**src/rtl/pattern_scan_pkg.sv**
```systemverilog
// Shared types and helpers for the pattern scanner.
// Build option: PATTERN_MASK_EN adds a per-position don't-care mask.
package pattern_scan_pkg;
  localparam int WORD_W_DF    = 8;
  localparam int PAT_W_MAX_DF = 8;
  localparam int CNT_W_DF     = 16;
  localparam int LEN_W        = $clog2(PAT_W_MAX_DF) + 1;

  typedef enum logic [1:0] {IDLE, WAIT, SHIFT} state_e;

  // Increment that holds at lim; callers narrow the result to their own width.
  function automatic logic [31:0] sat_inc(input logic [31:0] v, input logic [31:0] lim);
    return (v >= lim) ? lim : v + 32'd1;
  endfunction
endpackage

```
**src/rtl/pattern_scan_ctrl_if.sv**
```systemverilog
// Word stream into the scanner: valid/ready handshake plus data.
interface pattern_scan_ctrl_if #(parameter int WORD_W = 8);
  logic              s_valid;
  logic              s_ready;
  logic [WORD_W-1:0] s_data;

  modport master (output s_valid, output s_data, input  s_ready);
  modport slave  (input  s_valid, input  s_data, output s_ready);
endinterface

```
**src/rtl/pattern_match_core.sv**
```systemverilog
// Bit history, fill count and (optionally masked) compare with a registered match pulse.
// Build option: PATTERN_MASK_EN adds the mask input.
module pattern_match_core
  import pattern_scan_pkg::*;
#(
  parameter int PAT_W_MAX = PAT_W_MAX_DF,
  parameter int LW        = $clog2(PAT_W_MAX) + 1
) (
  input  logic                 clk,
  input  logic                 rst_n,
  input  logic                 clr,
  input  logic                 shift_en,
  input  logic                 bit_in,
  input  logic [PAT_W_MAX-1:0] pat,
`ifdef PATTERN_MASK_EN
  input  logic [PAT_W_MAX-1:0] mask,
`endif
  input  logic [LW-1:0]        len,
  output logic                 match
);
  logic [PAT_W_MAX-1:0] hist_q, hist_d;
  logic [PAT_W_MAX-1:0] len_mask, care;
  logic [LW-1:0]        seen_q, seen_d;
  logic                 match_q, match_d;

  always_comb begin
    for (int i = 0; i < PAT_W_MAX; i++) len_mask[i] = (i < int'(len));
`ifdef PATTERN_MASK_EN
    care = len_mask & mask;
`else
    care = len_mask;
`endif
    hist_d  = hist_q;
    seen_d  = seen_q;
    match_d = 1'b0;
    if (clr) begin
      hist_d = '0;
      seen_d = '0;
    end else if (shift_en) begin
      // Newest bit lands in position 0; the oldest compared bit sits at len-1.
      hist_d  = PAT_W_MAX'({hist_q, bit_in});
      seen_d  = LW'(sat_inc(32'(seen_q), 32'(PAT_W_MAX)));
      match_d = (((hist_d ^ pat) & care) == '0) && (seen_d >= len);
    end
  end

  always_ff @(posedge clk or negedge rst_n) begin
    if (!rst_n) begin
      hist_q  <= '0;
      seen_q  <= '0;
      match_q <= 1'b0;
    end else begin
      hist_q  <= hist_d;
      seen_q  <= seen_d;
      match_q <= match_d;
    end
  end

  assign match = match_q;
endmodule

```
**src/rtl/pattern_scan_ctrl.sv**
```systemverilog
// Word serialiser, scan FSM, saturating match counter and sticky threshold interrupt.
// Build option: PATTERN_MASK_EN adds cfg_mask (latched at start).
module pattern_scan_ctrl
  import pattern_scan_pkg::*;
#(
  parameter int WORD_W    = WORD_W_DF,
  parameter int PAT_W_MAX = PAT_W_MAX_DF,
  parameter int CNT_W     = CNT_W_DF
) (
  input  logic                          clk,
  input  logic                          rst_n,
  input  logic                          start,
  input  logic                          stop,
  input  logic [PAT_W_MAX-1:0]          cfg_pattern,
`ifdef PATTERN_MASK_EN
  input  logic [PAT_W_MAX-1:0]          cfg_mask,
`endif
  input  logic [$clog2(PAT_W_MAX):0]    cfg_len,
  input  logic [CNT_W-1:0]              cfg_thresh,
  pattern_scan_ctrl_if.slave            s,
  output logic                          match,
  output logic [CNT_W-1:0]              match_cnt,
  output logic                          busy,
  output logic                          irq,
  input  logic                          irq_clr
);
  localparam int LW = $clog2(PAT_W_MAX) + 1;
  localparam int IW = $clog2(WORD_W);

  state_e               state_q, state_d;
  logic [WORD_W-1:0]    word_q, word_d;
  logic [IW-1:0]        idx_q, idx_d;
  logic [PAT_W_MAX-1:0] pat_q, pat_d;
  logic [LW-1:0]        len_q, len_d;
  logic [CNT_W-1:0]     thr_q, thr_d, cnt_q, cnt_d, cnt_inc;
  logic                 irq_q, irq_d;
`ifdef PATTERN_MASK_EN
  logic [PAT_W_MAX-1:0] mask_q, mask_d;
`endif
  logic start_go, accept, shift_en, core_clr, core_match;

  // State register
  always_ff @(posedge clk or negedge rst_n) begin
    if (!rst_n) state_q <= IDLE;
    else        state_q <= state_d;
  end

  // Next state; stop dominates start and any handshake
  always_comb begin
    state_d = state_q;
    case (state_q)
      IDLE:    if (start && !stop) state_d = WAIT;
      WAIT:    if (stop) state_d = IDLE; else if (s.s_valid) state_d = SHIFT;
      SHIFT:   if (stop) state_d = IDLE; else if (idx_q == '0) state_d = WAIT;
      default: state_d = IDLE;
    endcase
  end

  // FSM outputs
  always_comb begin
    s.s_ready = (state_q == WAIT);
    busy      = (state_q != IDLE);
    start_go  = (state_q == IDLE) && start && !stop;
    accept    = (state_q == WAIT) && s.s_valid && !stop;
    shift_en  = (state_q == SHIFT) && !stop;
    core_clr  = start_go || ((state_q != IDLE) && stop);
  end

  always_comb begin
    word_d  = word_q;
    idx_d   = idx_q;
    pat_d   = pat_q;
    len_d   = len_q;
    thr_d   = thr_q;
    cnt_d   = cnt_q;
    irq_d   = irq_q;
`ifdef PATTERN_MASK_EN
    mask_d  = mask_q;
`endif
    cnt_inc = CNT_W'(sat_inc(32'(cnt_q), 32'({CNT_W{1'b1}})));
    if (start_go) begin
      pat_d = cfg_pattern;
      thr_d = cfg_thresh;
      if (cfg_len == '0)                 len_d = LW'(1);
      else if (cfg_len > LW'(PAT_W_MAX)) len_d = LW'(PAT_W_MAX);
      else                               len_d = cfg_len;
`ifdef PATTERN_MASK_EN
      mask_d = cfg_mask;
`endif
    end
    if (accept) begin
      word_d = s.s_data;
      idx_d  = IW'(WORD_W - 1);
    end else if (shift_en && idx_q != '0) begin
      idx_d = idx_q - 1'b1;
    end
    if (start_go) begin
      cnt_d = '0;
      irq_d = 1'b0;
    end else begin
      if (core_match) cnt_d = cnt_inc;
      // Set only on the transition into the threshold; set beats a same-cycle clear.
      if (core_match && thr_q != '0 && cnt_inc == thr_q && cnt_inc != cnt_q) irq_d = 1'b1;
      else if (irq_clr) irq_d = 1'b0;
    end
  end

  always_ff @(posedge clk or negedge rst_n) begin
    if (!rst_n) begin
      word_q <= '0;
      idx_q  <= '0;
      pat_q  <= '0;
      len_q  <= LW'(1);
      thr_q  <= '0;
      cnt_q  <= '0;
      irq_q  <= 1'b0;
`ifdef PATTERN_MASK_EN
      mask_q <= '1;
`endif
    end else begin
      word_q <= word_d;
      idx_q  <= idx_d;
      pat_q  <= pat_d;
      len_q  <= len_d;
      thr_q  <= thr_d;
      cnt_q  <= cnt_d;
      irq_q  <= irq_d;
`ifdef PATTERN_MASK_EN
      mask_q <= mask_d;
`endif
    end
  end

  pattern_match_core #(.PAT_W_MAX(PAT_W_MAX), .LW(LW)) u_core (
    .clk      (clk),
    .rst_n    (rst_n),
    .clr      (core_clr),
    .shift_en (shift_en),
    .bit_in   (word_q[idx_q]),
    .pat      (pat_q),
`ifdef PATTERN_MASK_EN
    .mask     (mask_q),
`endif
    .len      (len_q),
    .match    (core_match)
  );

  assign match     = core_match;
  assign match_cnt = cnt_q;
  assign irq       = irq_q;
endmodule

```
**src/flat_wrapper.sv**
```systemverilog
// flat-port wrapper written by rule: the top's interface ports become plain ports
module pattern_scan_ctrl_flat import pattern_scan_pkg::*;
#(
  parameter int WORD_W    = WORD_W_DF,
  parameter int PAT_W_MAX = PAT_W_MAX_DF,
  parameter int CNT_W     = CNT_W_DF
)
  (clk, rst_n, start, stop, cfg_pattern, cfg_len, cfg_thresh, match, match_cnt, busy, irq, irq_clr, s_s_valid, s_s_data, s_s_ready);
  pattern_scan_ctrl_if #(.WORD_W(WORD_W)) s_i ();
  input  logic clk;
  input  logic rst_n;
  input  logic start;
  input  logic stop;
  input  logic [PAT_W_MAX-1:0] cfg_pattern;
  input  logic [$clog2(PAT_W_MAX):0] cfg_len;
  input  logic [CNT_W-1:0] cfg_thresh;
  output logic match;
  output logic [CNT_W-1:0] match_cnt;
  output logic busy;
  output logic irq;
  input  logic irq_clr;
  input wire logic [$bits(s_i.s_valid)-1:0] s_s_valid;
  input wire logic [$bits(s_i.s_data)-1:0] s_s_data;
  output wire logic [$bits(s_i.s_ready)-1:0] s_s_ready;
  assign s_i.s_valid = s_s_valid;
  assign s_i.s_data = s_s_data;
  assign s_s_ready = s_i.s_ready;
  pattern_scan_ctrl #(.WORD_W(WORD_W), .PAT_W_MAX(PAT_W_MAX), .CNT_W(CNT_W)) u_core (.clk(clk), .rst_n(rst_n), .start(start), .stop(stop), .cfg_pattern(cfg_pattern), .cfg_len(cfg_len), .cfg_thresh(cfg_thresh), .s(s_i), .match(match), .match_cnt(match_cnt), .busy(busy), .irq(irq), .irq_clr(irq_clr));
endmodule
```
**config.mk**
```make
export PLATFORM = sky130hd
export DESIGN_NAME = pattern_scan_ctrl_flat
export DESIGN_NICKNAME = d
export VERILOG_FILES = /design/src/rtl/pattern_scan_pkg.sv /design/src/rtl/pattern_scan_ctrl_if.sv /design/src/rtl/pattern_match_core.sv /design/src/rtl/pattern_scan_ctrl.sv /design/src/flat_wrapper.sv
export SDC_FILE = /design/constraint.sdc
export NUM_CORES = 1
export LEC_CHECK = 0
export ABC_AREA = 1
export CAP_MARGIN = 20
export CORE_MARGIN = 1.5
export CORE_UTILIZATION = 54
export CTS_CLUSTER_DIAMETER = 120
export CTS_CLUSTER_SIZE = 28
export DETAILED_ROUTE_END_ITERATION = 8
export PLACE_DENSITY = 0.9
export REMOVE_ABC_BUFFERS = 1
export SLEW_MARGIN = 20
export SYNTH_ARGS = -nofsm -noshare
export SYNTH_HDL_FRONTEND = slang
export SYNTH_HIERARCHICAL = 1
export SYNTH_SLANG_ARGS = --single-unit
```
**constraint.sdc**
```tcl
create_clock -name clk -period 2.2 [get_ports clk]
set_input_delay 0.44 -clock clk [delete_from_list [all_inputs] [get_ports clk]]
set_output_delay 0.44 -clock clk [all_outputs]
set_load 0.03 [all_outputs]
```
==> results_dict.tcl <==
set metrics [dict create \
    outcome "completed" \
    vias_after_detailed_routing 3986 \
    critical_path_required_ns 1.76 \
    clock-sinks 70 \
    total_power_mw 4.62 \
    place_ws_ns 0.0783 \
    cts_hold_buffers 0 \
    share_of_final_layout_standard_cells_stronger_than_drive_strength_1_pct 8.50 \
    type_of_the_worst_setup_path "flip-flop to output pin" \
    detail_route.wirelength_um 9880 \
    place_congestion 0.903 \
    floorplan.initialDensity_pct 55.9 \
    detail_route.wl_per_cell_um 13.2 \
    grt_antenna_before_repair 0 \
    synth.ff_latch_count 70 \
    cpPeakStageDelay_ns 0.70 \
    place.detailed.hpwl_um 7030 \
    max-vdd-ir-drop_mv 0.690 \
    series_of_cell_instances_along_the_critical_path "nor2_1 -> clkdlybuf4s50_1" \
    critPathCaptureType "output pin" \
    cts_repair_resize_count 0 \
    antennaDiodeCount 0 \
    worst_ep_arrival_time_ns 1.64 \
    timing.max_slew.rel_slack_pct 70.9 \
    synth_top_cells_by_area "sky130_fd_sc_hd__dfrtp_1 (42%), sky130_fd_sc_hd__nand2_1 (19%), sky130_fd_sc_hd__inv_1 (7.0%), sky130_fd_sc_hd__nand3_1 (5.5%), sky130_fd_sc_hd__o21ai_0 (5.2%)" \
    first_global_vias 3929 \
    grt_pass1_wl_um 17100 \
    skew_ns 0.00564 \
    placeableCoreArea_sq_um 7290 \
    finalCritPeriodShare_pct 94.5 \
    yosys.cell_types.count 32 \
    tritoncts_clock_tree "built" \
    ff2ff_setup_slack_ns 0.16 \
    max-clock-path-buffers 2 \
    drt-initial-drc-count 276 \
    route.detailed.vias_per_inst 5.34 \
    multiInputGateArea_sq_um 1970 \
    die_height_um 89.8 \
    cts_max_level 3 \
    tightestPinTransition_ns 0.435 \
    layout.filler_cells 614 \
    detail-route-antenna-nets 0 \
    top_level_ports 62 \
    die_area_sq_um 8070 \
    avg_synthesized_cell_area_sq_um 7.06 \
    synth_sequential_area_ratio_pct 43.0 \
    yosys_warnings 6 \
    fmax_mhz 481 \
    timing.final.ws_setup_ns 0.122 \
    synthesis.area_sq_um 4070 \
    number_of_cts_inserted_buffers 9 \
    critical_path.startpoint_type "flip-flop" \
    ys.flop_type "sky130_fd_sc_hd__dfrtp_1" \
    clock_latency_on_the_worst_skew_pair_ns 0.35 \
    worst_path_max_delay_cell "sky130_fd_sc_hd__clkdlybuf4s50_1" \
    rows 31 \
    cts_root_buf "sky130_fd_sc_hd__clkbuf_8" \
    postSynth.asyncResetShare_pct 100 \
    crit_fanout 3 \
    ff_latch_area_sq_um 1750 \
    die_x_um 89.8 \
    cellPowerDensity_nw_per_um2 923 \
    cap_violations 0 \
    count_of_nets_after_finishing 693 \
    static_leakage_power_nw 2.44 \
    groute.usage.overall_pct 26.0 \
    report.final.setup_viol 0 \
    holdCritPathClass "input pin to asynchronous set/reset pin" \
    netlist.area_leader.share_pct 42.4 \
    grt_setup_unrepaired "no" \
    syn_inst 577 \
    worstReg2RegEnd "u_core/irq$_DFFE_PN0P_" \
    overflow_after_grt 0 \
    crit-reg2reg-launch "u_core/match_cnt[1]$_DFFE_PN0P_" \
    r2r_cells 13 \
    first_pass_iters 7 \
    tns_ns 0 \
    drc 0 \
    slew_viol_final 0 \
    timing_hold_violations_final 0 \
    numPortBuffers 61 \
    synth_edf_count 0 \
    area_delta_synth_final_pct 22.9 \
    fin_crit_ns 2.08 \
    post_cts.repair.setup_buffers 0 \
    pin_count_of_the_biggest_net_entering_global_routing 71 \
    clk_pin_slew_ns 0.07 \
    yosysTopAreaCell "sky130_fd_sc_hd__dfrtp_1" \
]
==> synth_stat cells, types with 2 or more instances <==
master and n:
sky130_fd_sc_hd__a21oi_1 10, sky130_fd_sc_hd__buf_6 2, sky130_fd_sc_hd__clkbuf_1 8, sky130_fd_sc_hd__dfrtp_1 69
sky130_fd_sc_hd__ha_1 9, sky130_fd_sc_hd__inv_1 76, sky130_fd_sc_hd__inv_2 9, sky130_fd_sc_hd__nand2_1 201
sky130_fd_sc_hd__nand2_2 3, sky130_fd_sc_hd__nand2_4 2, sky130_fd_sc_hd__nand3_1 45, sky130_fd_sc_hd__nand3_2 2
sky130_fd_sc_hd__nand4_1 15, sky130_fd_sc_hd__nor2_1 43, sky130_fd_sc_hd__nor2_2 8, sky130_fd_sc_hd__nor2_4 3
sky130_fd_sc_hd__o21ai_0 42, sky130_fd_sc_hd__o21ai_1 3, sky130_fd_sc_hd__o22ai_1 13, sky130_fd_sc_hd__xnor2_1 2
==> metal layers <==
layer	track usage, %	share of wire, %	up-vias
met4	11.0	2.5	0
met2	45.1	49	145
met1	31.5	43	1854
met3	5.08	5.4	22
met5	0	0	-
li1	-	-	1965
==> placed cells by master (no fill, tap or decap) <==
master,Yosys,routed
sky130_fd_sc_hd__xnor2_1,2,2
sky130_fd_sc_hd__a21oi_1,10,10
sky130_fd_sc_hd__clkinv_2,0,4
sky130_fd_sc_hd__dfrtp_1,69,68
sky130_fd_sc_hd__nand2_4,2,1
sky130_fd_sc_hd__nand3_1,45,45
sky130_fd_sc_hd__inv_2,9,9
sky130_fd_sc_hd__nor2_2,8,9
sky130_fd_sc_hd__ha_2,0,1
sky130_fd_sc_hd__clkdlybuf4s50_1,0,60
sky130_fd_sc_hd__nand2_8,0,1
sky130_fd_sc_hd__xor2_1,1,1
sky130_fd_sc_hd__dfstp_2,1,1
sky130_fd_sc_hd__nor2_4,3,4
sky130_fd_sc_hd__clkbuf_1,8,2
sky130_fd_sc_hd__o22ai_1,13,13
sky130_fd_sc_hd__buf_4,0,4
sky130_fd_sc_hd__nor3_4,0,1
sky130_fd_sc_hd__buf_2,1,1
sky130_fd_sc_hd__bufinv_16,0,1
sky130_fd_sc_hd__nand2_1,201,200
sky130_fd_sc_hd__a21o_1,1,1
sky130_fd_sc_hd__o211ai_1,1,1
sky130_fd_sc_hd__buf_12,0,1
sky130_fd_sc_hd__inv_1,76,76
sky130_fd_sc_hd__nand3b_1,1,1
sky130_fd_sc_hd__o21ai_1,3,3
sky130_fd_sc_hd__o21ai_0,42,42
sky130_fd_sc_hd__dfrtp_2,0,1
sky130_fd_sc_hd__nand3_2,2,2
sky130_fd_sc_hd__nor2_1,43,41
sky130_fd_sc_hd__o32ai_1,1,1
sky130_fd_sc_hd__ha_1,9,8
sky130_fd_sc_hd__o31ai_2,1,1
sky130_fd_sc_hd__clkinv_1,1,1
sky130_fd_sc_hd__nand4_1,15,15
sky130_fd_sc_hd__nand2_2,3,4
sky130_fd_sc_hd__or3_1,1,1
sky130_fd_sc_hd__clkbuf_8,0,9
==> power breakdown <==
group          switching [mW]  internal (mW)
clock                   0.477          0.517
combinational            1.05          0.635
sequential              0.279           1.66
total                    1.81           2.81
==> worst max-delay path: cells and delay by family, from the launching register on <==
| kind | cells | cell delay [ns] |
|---|---|---|
| buf+inv | 1 | 0.70 |
| simple gates | 1 | 0.19 |
| flops | 1 | 0.40 |
==> layout make-up <==
type,count,share of cell area (%)
clock inverter,5,1.00
clock buffer,11,2.63
tap,99,2.48
inverter,86,6.45
multi-input combinational,409,39.3
sequential,70,35.1
timing repair buffer,66,13.1
==> worst max path at each step <==
stage	startpoint	to	slack, ns	cells past startpoint
after global placement	stop	u_core/match_cnt[12]$_DFFE_PN0P_	0.17	5
after floorplan	u_core/state_q[1]$_DFFE_PN0P_	u_core/match_cnt[12]$_DFFE_PN0P_	-0.97	6
after CTS	u_core/match_cnt[0]$_DFFE_PN0P_	u_core/irq$_DFFE_PN0P_	0.1	11
after global routing	u_core/match_cnt[1]$_DFFE_PN0P_	u_core/irq$_DFFE_PN0P_	0.009	13
final	u_core/state_q[1]$_DFFE_PN0P_	s_s_ready	0.12	2
after detailed placement	stop	u_core/u_core/seen_q[1]$_DFFE_PN0P_	0.08	7
==> state kept, by name (all words and copies together) (netlist names) <==
register	cells
u_core/match_cnt	16
u_core/thr_q	16
u_core/pat_q	8
u_core/word_q	8
u_core/u_core/hist_q	7
u_core/len_q	4
u_core/u_core/seen_q	4
u_core/idx_q	3
u_core/state_q	2
u_core/irq	1
u_core/u_core/match	1
==> metrics by stage <==
stage | utilization [%] | hold WS (ns) | instance area [sq um] | instances
floorplan | - | 0.144 | 4010 | 565
global placement | 65.8 | 0.464 | 4800 | 730
detailed placement | 65.8 | 0.468 | 4800 | 730
CTS | 68.3 | 0.122 | 4980 | 746
global route | 68.6 | 0.133 | 5000 | 746
finish | 68.6 | 0.0914 | 5000 | 746
==> cells by family after synthesis <==
| kind of cell | Yosys count | share of synthesized area (%) |
|---|---|---|
| buffers and inverters | 98 | 9.43 |
| and+or+nand+nor | 325 | 34.5 |
| xor gates and xnor gates | 3 | 0.645 |
| DFF | 70 | 43.0 |
| adders and majority gates | 9 | 2.77 |
| AOI/OAI and AO/OA | 72 | 9.65 |
No activity file was read; power rests on OpenSTA's default activity.
